===== config.mk =====
export PLATFORM = sky130hd
export DESIGN_NAME = boa_mem_arbiter_flat
export DESIGN_NICKNAME = d
export VERILOG_FILES = /design/src/rtl/boa_mem_arbiter_if.sv /design/src/rtl/boa_mem_arbiter.sv /design/src/flat_wrapper.sv
export SDC_FILE = /design/constraint.sdc
export NUM_CORES = 1
export LEC_CHECK = 0
export CORE_AREA = 2 2 118 120
export DETAILED_ROUTE_END_ITERATION = 8
export DIE_AREA = 0 0 120 122
export DONT_BUFFER_PORTS = 1
export GPL_TIMING_DRIVEN = 0
export SETUP_SLACK_MARGIN = 0.05
export SYNTH_ARGS = -nofsm -noshare
export SYNTH_HDL_FRONTEND = slang
export SYNTH_SLANG_ARGS = --single-unit

===== constraint.sdc =====
create_clock -name clk -period 2.4 [get_ports clk]
set_input_delay 0.48 -clock clk [delete_from_list [all_inputs] [get_ports clk]]
set_output_delay 0.48 -clock clk [all_outputs]
set_load 0.005 [all_outputs]

===== src/rtl/boa_mem_arbiter_if.sv =====
// Single-word memory bus shared by the fetch port, the data port and the memory side
// of boa_mem_arbiter.
interface boa_mem_arbiter_if;
  logic        re;
  logic [3:0]  we;
  logic [29:0] addr;
  logic [31:0] wdata;
  logic        ready;
  logic [31:0] rdata;

  modport master (output re, we, addr, wdata, input ready, rdata);
  modport slave  (input re, we, addr, wdata, output ready, rdata);
endinterface


===== src/rtl/boa_mem_arbiter.sv =====
// Two-master (fetch/data) to one-slave memory arbiter. The grant parks on the last owner.
// BOA_ARB_RR_EN selects round-robin; otherwise data has priority with a MAX_BURST guard.
module boa_mem_arbiter #(
  parameter int unsigned MAX_BURST = 8
) (
  input  logic               clk,
  input  logic               rst,
  boa_mem_arbiter_if.slave   p,
  boa_mem_arbiter_if.slave   d,
  boa_mem_arbiter_if.master  m,
  output logic [1:0]         owner
);

  typedef enum logic [1:0] {
    StIdle = 2'd0,
    StOwnP = 2'd1,
    StOwnD = 2'd2
  } state_e;

  localparam int unsigned BurstW = (MAX_BURST < 1) ? 1 : $clog2(MAX_BURST + 1);
  localparam logic [BurstW-1:0] BurstMax = BurstW'(MAX_BURST);

  state_e            state_q, state_d;
  logic [BurstW-1:0] burst_q, burst_d;
  logic [BurstW-1:0] burst_inc;
  logic              p_req, d_req;

  assign p_req = p.re | (|p.we);
  assign d_req = d.re | (|d.we);

  // Saturating count including the completion happening this cycle.
  assign burst_inc = (burst_q == BurstMax) ? burst_q : burst_q + 1'b1;

  always_comb begin
    state_d = state_q;
    unique case (state_q)
      StIdle: begin
        if (d_req) begin
          state_d = StOwnD;
        end else if (p_req) begin
          state_d = StOwnP;
        end
      end
      StOwnP: begin
        if (!p_req) begin
          if (d_req) state_d = StOwnD;
        end else if (m.ready && d_req) begin
          state_d = StOwnD;
        end
      end
      StOwnD: begin
        if (!d_req) begin
          if (p_req) state_d = StOwnP;
        end else if (m.ready && p_req) begin
`ifdef BOA_ARB_RR_EN
          state_d = StOwnP;
`else
          if (burst_inc == BurstMax) state_d = StOwnP;
`endif
        end
      end
      default: state_d = StIdle;
    endcase
  end

  always_comb begin
`ifdef BOA_ARB_RR_EN
    burst_d = '0;
`else
    burst_d = burst_q;
    // A data completion with no fetch waiting breaks the consecutive run.
    if (state_q == StOwnD && d_req && m.ready) begin
      burst_d = p_req ? burst_inc : '0;
    end
    if (state_d == StOwnP && state_q != StOwnP) begin
      burst_d = '0;
    end
`endif
  end

  always_ff @(posedge clk or negedge rst) begin
    if (!rst) begin
      state_q <= StIdle;
      burst_q <= '0;
    end else begin
      state_q <= state_d;
      burst_q <= burst_d;
    end
  end

  // Memory request path is combinational from the registered owner.
  always_comb begin
    m.re    = 1'b0;
    m.we    = '0;
    m.addr  = '0;
    m.wdata = '0;
    unique case (state_q)
      StOwnP: begin
        m.re    = p.re;
        m.we    = p.we;
        m.addr  = p.addr;
        m.wdata = p.wdata;
      end
      StOwnD: begin
        m.re    = d.re;
        m.we    = d.we;
        m.addr  = d.addr;
        m.wdata = d.wdata;
      end
      default: ;
    endcase
  end

  assign p.ready = m.ready & (state_q == StOwnP);
  assign d.ready = m.ready & (state_q == StOwnD);
  assign p.rdata = m.rdata;
  assign d.rdata = m.rdata;
  assign owner   = state_q;

endmodule


===== src/flat_wrapper.sv =====
// flat-port wrapper written by rule: the top's interface ports become plain ports
module boa_mem_arbiter_flat 
#(
  parameter int unsigned MAX_BURST = 8
)
  (clk, rst, owner, p_re, p_we, p_addr, p_wdata, p_ready, p_rdata, d_re, d_we, d_addr, d_wdata, d_ready, d_rdata, m_re, m_we, m_addr, m_wdata, m_ready, m_rdata);
  boa_mem_arbiter_if p_i ();
  boa_mem_arbiter_if d_i ();
  boa_mem_arbiter_if m_i ();
  input  logic clk;
  input  logic rst;
  output logic [1:0] owner;
  input wire logic [$bits(p_i.re)-1:0] p_re;
  input wire logic [$bits(p_i.we)-1:0] p_we;
  input wire logic [$bits(p_i.addr)-1:0] p_addr;
  input wire logic [$bits(p_i.wdata)-1:0] p_wdata;
  output wire logic [$bits(p_i.ready)-1:0] p_ready;
  output wire logic [$bits(p_i.rdata)-1:0] p_rdata;
  input wire logic [$bits(d_i.re)-1:0] d_re;
  input wire logic [$bits(d_i.we)-1:0] d_we;
  input wire logic [$bits(d_i.addr)-1:0] d_addr;
  input wire logic [$bits(d_i.wdata)-1:0] d_wdata;
  output wire logic [$bits(d_i.ready)-1:0] d_ready;
  output wire logic [$bits(d_i.rdata)-1:0] d_rdata;
  output wire logic [$bits(m_i.re)-1:0] m_re;
  output wire logic [$bits(m_i.we)-1:0] m_we;
  output wire logic [$bits(m_i.addr)-1:0] m_addr;
  output wire logic [$bits(m_i.wdata)-1:0] m_wdata;
  input wire logic [$bits(m_i.ready)-1:0] m_ready;
  input wire logic [$bits(m_i.rdata)-1:0] m_rdata;
  assign p_i.re = p_re;
  assign p_i.we = p_we;
  assign p_i.addr = p_addr;
  assign p_i.wdata = p_wdata;
  assign p_ready = p_i.ready;
  assign p_rdata = p_i.rdata;
  assign d_i.re = d_re;
  assign d_i.we = d_we;
  assign d_i.addr = d_addr;
  assign d_i.wdata = d_wdata;
  assign d_ready = d_i.ready;
  assign d_rdata = d_i.rdata;
  assign m_re = m_i.re;
  assign m_we = m_i.we;
  assign m_addr = m_i.addr;
  assign m_wdata = m_i.wdata;
  assign m_i.ready = m_ready;
  assign m_i.rdata = m_rdata;
  boa_mem_arbiter #(.MAX_BURST(MAX_BURST)) u_core (.clk(clk), .rst(rst), .p(p_i), .d(d_i), .m(m_i), .owner(owner));
endmodule

======== Word-level counts from Yosys, hierarchy flattened ========
Index checks and enable logic that the tools add are counted.
cells by class
  reduce and logical (&&, ||, !) cells .... 9
  mux-type cells .......................... 17
  equality and inequality tests ........... 6
  shift operators ......................... 0
  div/mod/pow operators ................... 0
  add/subtract/negate cells ............... 1
  multipliers ............................. 0
  magnitude comparators ................... 0
  bitwise logic cells ..................... 4
operator list
  operator             number
  $pmux 32 s2          1
  $pmux 30 s2          1
  $mux 2               8
  $mux 4               4
  $eq 4x4->1 const B   2
  $pmux 4 s2           1
  $reduce_or 4->1      2
  $pmux 2 s3           1
  $logic_and 1x1->1    5
  $add 4x1->4 const B  1
  $eq 2x1->1 const B   2
  $and 1x1->1          2
  $eq 2x2->1 const B   1
  $logic_not 2->1      1
  $ne 2x1->1 const B   1
  $or 1x1->1           2
  $pmux 1 s2           1
  $reduce_bool 2->1    1
word-level totals
  register bits ........................... 6
  bits in latches ......................... 0
  input bits .............................. 169
  bits in writable memories ............... 0
  output and inout bits ................... 135
  bits in read-only memories .............. 0
  memories kept ........................... 0
  logic and storage cells ................. 39

======== Depth between registers and ports, before layout ========
  depth in word-level cells ............... 10
  mapped depth ............................ 8
  depth with buffers taken out ............ 7

======== Worst setup path after synthesis ========
Ideal clock, no wire load.
  path kind ............................... flip-flop to output port
  start ................................... register u_core.state_q[1], in the netlist u_core.owner[1]
  end ..................................... output port m_addr[20]
  data required time ...................... 1.920 ns
  slack ................................... 0.254 ns
  arrival time ............................ 1.666 ns
  stages on the path, launching flop included .. 7
  buffers on the path ..................... 3
  path through ............................ dfrtp_1 > ha_1 > buf_2 > buf_1 > clkbuf_1 > a22oi_1 > nor2b_1
on the way
  cells in the longest elaborated chain, start to end .. 2
  elaborated cells on any way between the ends .. 3
  those cells by class .................... 2 x eq/ne; 1 x mux
ends and longest elaborated chain
  item                                      RTL line               text
  start, declared                           boa_mem_arbiter.sv:23  state_e state_q, state_d;
  start signal, assigned                    boa_mem_arbiter.sv:83  state_q <= StIdle;
  start signal, assigned                    boa_mem_arbiter.sv:86  state_q <= state_d;
  $eq 2x2->1 or $eq 2x1->1 (tied branches)  boa_mem_arbiter.sv:97  unique case (state_q)
  $pmux 30 s2 (*)                           boa_mem_arbiter.sv:97
  end, declared                             flat_wrapper.sv:27     output wire logic [$bits(m_i.addr)-1:0] m_addr;
Mark *: on every way between the ends. The rest lies on a longest branch, timed or not.

======== Worst setup path in the final report ========
  start ................................... register u_core.state_q[1], in the netlist u_core.owner[1]
  end ..................................... output port m_we[3]
on the way
  cells in the longest elaborated chain, start to end .. 2
  elaborated cells on any way between the ends .. 3
  those cells by class .................... 2 x eq/ne; 1 x mux
ends and longest elaborated chain
  item                                      RTL line               text
  $eq 2x2->1 or $eq 2x1->1 (tied branches)  boa_mem_arbiter.sv:97
  $pmux 4 s2 (*)                            boa_mem_arbiter.sv:97
  end, declared                             flat_wrapper.sv:26     output wire logic [$bits(m_i.we)-1:0] m_we;
Marked as above.

==> key figures <==
Yosys
  • Ys flop type: dfrtp_1
  • Post-synth EDFFs: 0
  • Async set or reset register ratio after synthesis: 1.000
  • Synthesized area: 2117 sq um
  • Register area share after synthesis: 0.07092
  • Yosys warning count: 0
  • Yosys reg bits: 6
  • Library cells used by synthesis: 35
  • Synthesized Nets: 467
  • Synth Instances: 292
  • Avg Cell Area, Syn: 7.250 sq um

Finish
  • Design area: 2521 sq um
  • Nets@finish: 472
  • Sequential Area: 152.6 sq um
  • Fill count: 1,502
  • Share of cells above drive strength 1: 0.3627
  • Area occupied by multi-input gates: 1396 sq um
  • Synth-to-Final Area Change: 19.09%

Global route
  • Vias in the first global route: 2,027
  • Wire length of the first global-routing pass: 10,490 um
  • Grt ovf: 0
  • Number of antenna violations at the first check in global routing: 1
  • Global-route usage over all layers: 0.09511
  • Largest net degree at the start of global routing: 11

Drt
  • DRC: 0
  • Wire per inst: 17.45 um
  • DRT Pass-1 Iters: 4
  • Drt total wl: 8304 um
  • Via count: 2,245
  • Routed Antenna Nets: 0
  • Initial drt markers: 85
  • Vias per inst: 4.716

Status
  • Status: finished, final reports clean

Job
  • Max-Cap Viols: 0

Pwr
  • Cell area power density: 1020 nW/um^2
  • Leakage: 0.9651 nW
  • Overall power: 2.572 mW
  • IR drop worst, VDD: 294.8 uV

Die
  • Starting Density: 0.1568
  • Height of the chip: 122 um
  • Io pins: 304
  • Die X-Extent: 120 um
  • Row count: 43
  • Core Area: 13,500 sq um
  • Die area: 14,640 sq um

Clock network
  • Setup bufs post-CTS: 0
  • Total CTS buffers: 3
  • CTS sink count: 6
  • CTS tree: yes
  • Worst skew pair latency: 230 ps
  • Root buffer cell: clkbuf_16
  • Clock buffer depth: 2
  • CTS H-tree lvls: 1
  • Clock transition at the registers of the reported paths: 30 ps

Placement
  • PortBufs: 0
  • Hpwl dp: 7026 um
  • GP Congestion: 0.9223
  • Placed Area: 2342 sq um

Worst setup path
  • Reg2reg start: u_core.burst_q[0]
  • Crit-path cells: inv_1 -> ha_1 -> clkbuf_1 -> nor2b_2
  • Reg2Reg Depth: 7
  • Reg-to-reg slack, setup: 230 ps
  • Largest fanout on the critical path: 10
  • Worst flop-to-flop path endpoint: u_core.burst_q[3]
  • CP Capture Type: output pin
  • CP max stage cell: dfrtp_2
  • Worst setup SP type: flip-flop
  • WP buf/inv: 2
  • Arrival time worst endpoint: 1770 ps
  • Crit-path leading delay family: flip-flops
  • Critical Path Max Stage Delay: 460 ps
  • Critical path depth in cells: 4
  • CP Class: flip-flop to output pin
  • Worst endpoint required time: 1920 ps

Timing
  • Endpoints failing setup: 0
  • Slew Viols, Final: 0
  • Setup Skew: 1.917 ps
  • Slew @ Worst Pin: 457.2 ps
  • Final min period: 2246 ps
  • Slew headroom: 0.6924
  • Unrepaired setup endpoints after global routing: true
  • Peak Freq: 0.4453 GHz
  • Fin crit share: 0.9358
  • Final Hold Fails: 0

Worst hold path
  • Min-delay worst type: primary input to asynchronous set/reset pin
kinds of logic (layout without fill, tap and decap cells):
kind of cell | Yosys count | after routing | synth area share
flip-flops | 6 | 6 | 0.07092
other | 0 | 1 | 0
AO/OA/AOI/OAI | 97 | 97 | 0.3469
AND/OR/NAND/NOR | 87 | 87 | 0.2553
multiplexers | 1 | 1 | 0.005319
adder cells (fa/ha/maj) | 6 | 6 | 0.03546
buffers and inverters | 95 | 98 | 0.2861
worst reg2reg max path: cells and delay by family (launching register included):
kind                     cells  cell delay (ps)
AO/OA/AOI/OAI                5             1260
flip-flops                   1              440
adder cells (fa/ha/maj)      1              210
buffers and inverters        1              120
routing by layer:
layer,wire [um],GRT usage,up-vias,share of wire
met5,0,0,-,0
met4,205,0.03456,0,0.025
met1,2935,0.1029,1021,0.35
li1,-,-,990,-
met3,626,0.004682,12,0.075
met2,4538,0.1928,222,0.55
Yosys cell counts (3+ instances only):
cell type	n	area, sq um
buf_4	64	480.5
dfrtp_1	6	150.1
nor2_1	5	18.77
and2_1	3	18.77
inv_1	7	26.28
a21oi_1	9	45.04
a22oi_1	68	510.5
a31oi_1	3	18.77
nand2_1	3	11.26
o21ai_0	4	20.02
nor2b_1	68	425.4
clkbuf_1	20	75.07
ha_1	6	75.07
worst max-delay path by stage:
stage | from | endpoint | slack [ps]
after CTS | u_core.owner[0] | m_addr[27] | 60
after global routing | u_core.owner[1] | m_we[3] | 10
final | u_core.owner[1] | m_we[3] | 150
after detailed placement | u_core.owner[1] | m_addr[27] | -520
after floorplan | u_core.owner[1] | m_addr[20] | 250
after global placement | u_core.owner[1] | m_addr[27] | -470
per-stage QoR:
stage	std cells	hold WS [ps]	utilization	setup slack [ps]	TNS, ps
floorplan	292	184.4	-	254.1	0
global placement	472	184.5	0.1734	-465.5	-7246
detailed placement	472	184.5	0.1734	-516.6	-9925
CTS	475	568.0	0.1837	56.06	0
global route	476	585.7	0.1867	10.59	0
finish	476	563.2	0.1867	154.2	0
final cells by class:
type,count,area share
Inverter,7,0.01042
Timing Repair Buffer,1,0.003970
Tap cell,180,0.08933
Multi-Input combinational cell,191,0.5538
Buffer,87,0.2511
Clock buffer,3,0.02978
Sequential cell,6,0.06055
Antenna cell,1,0.0009926
power by group:
group          switching, mW  leakage, nW  internal [mW]
clock                 0.0495       0.0370          0.213
sequential            0.0787       0.0727          0.149
combinational           1.15        0.855          0.928
sequential cells by signal, indices dropped and copies added, names as in the netlist:
name            flops
u_core.owner        2
u_core.burst_q      4
cells in the final DEF (no fill, tap or decap), types with 4 or more instances in the layout:
master / count
a21oi_1: 9
a22oi_1: 66
buf_4: 64
buf_6: 5
clkbuf_2: 13
dfrtp_1: 4
ha_1: 5
inv_1: 7
nor2_1: 5
nor2b_1: 63
nor2b_2: 5
o21ai_0: 4
what timing repair did:
action / in CTS / in global routing
endpoints found under the hold margin: 6 / 0
gates resized for setup: 30 / 19
setup endpoints to repair: 69 / 50
hold buffers: 1 / 0
(Power assumes the default switching activity.)
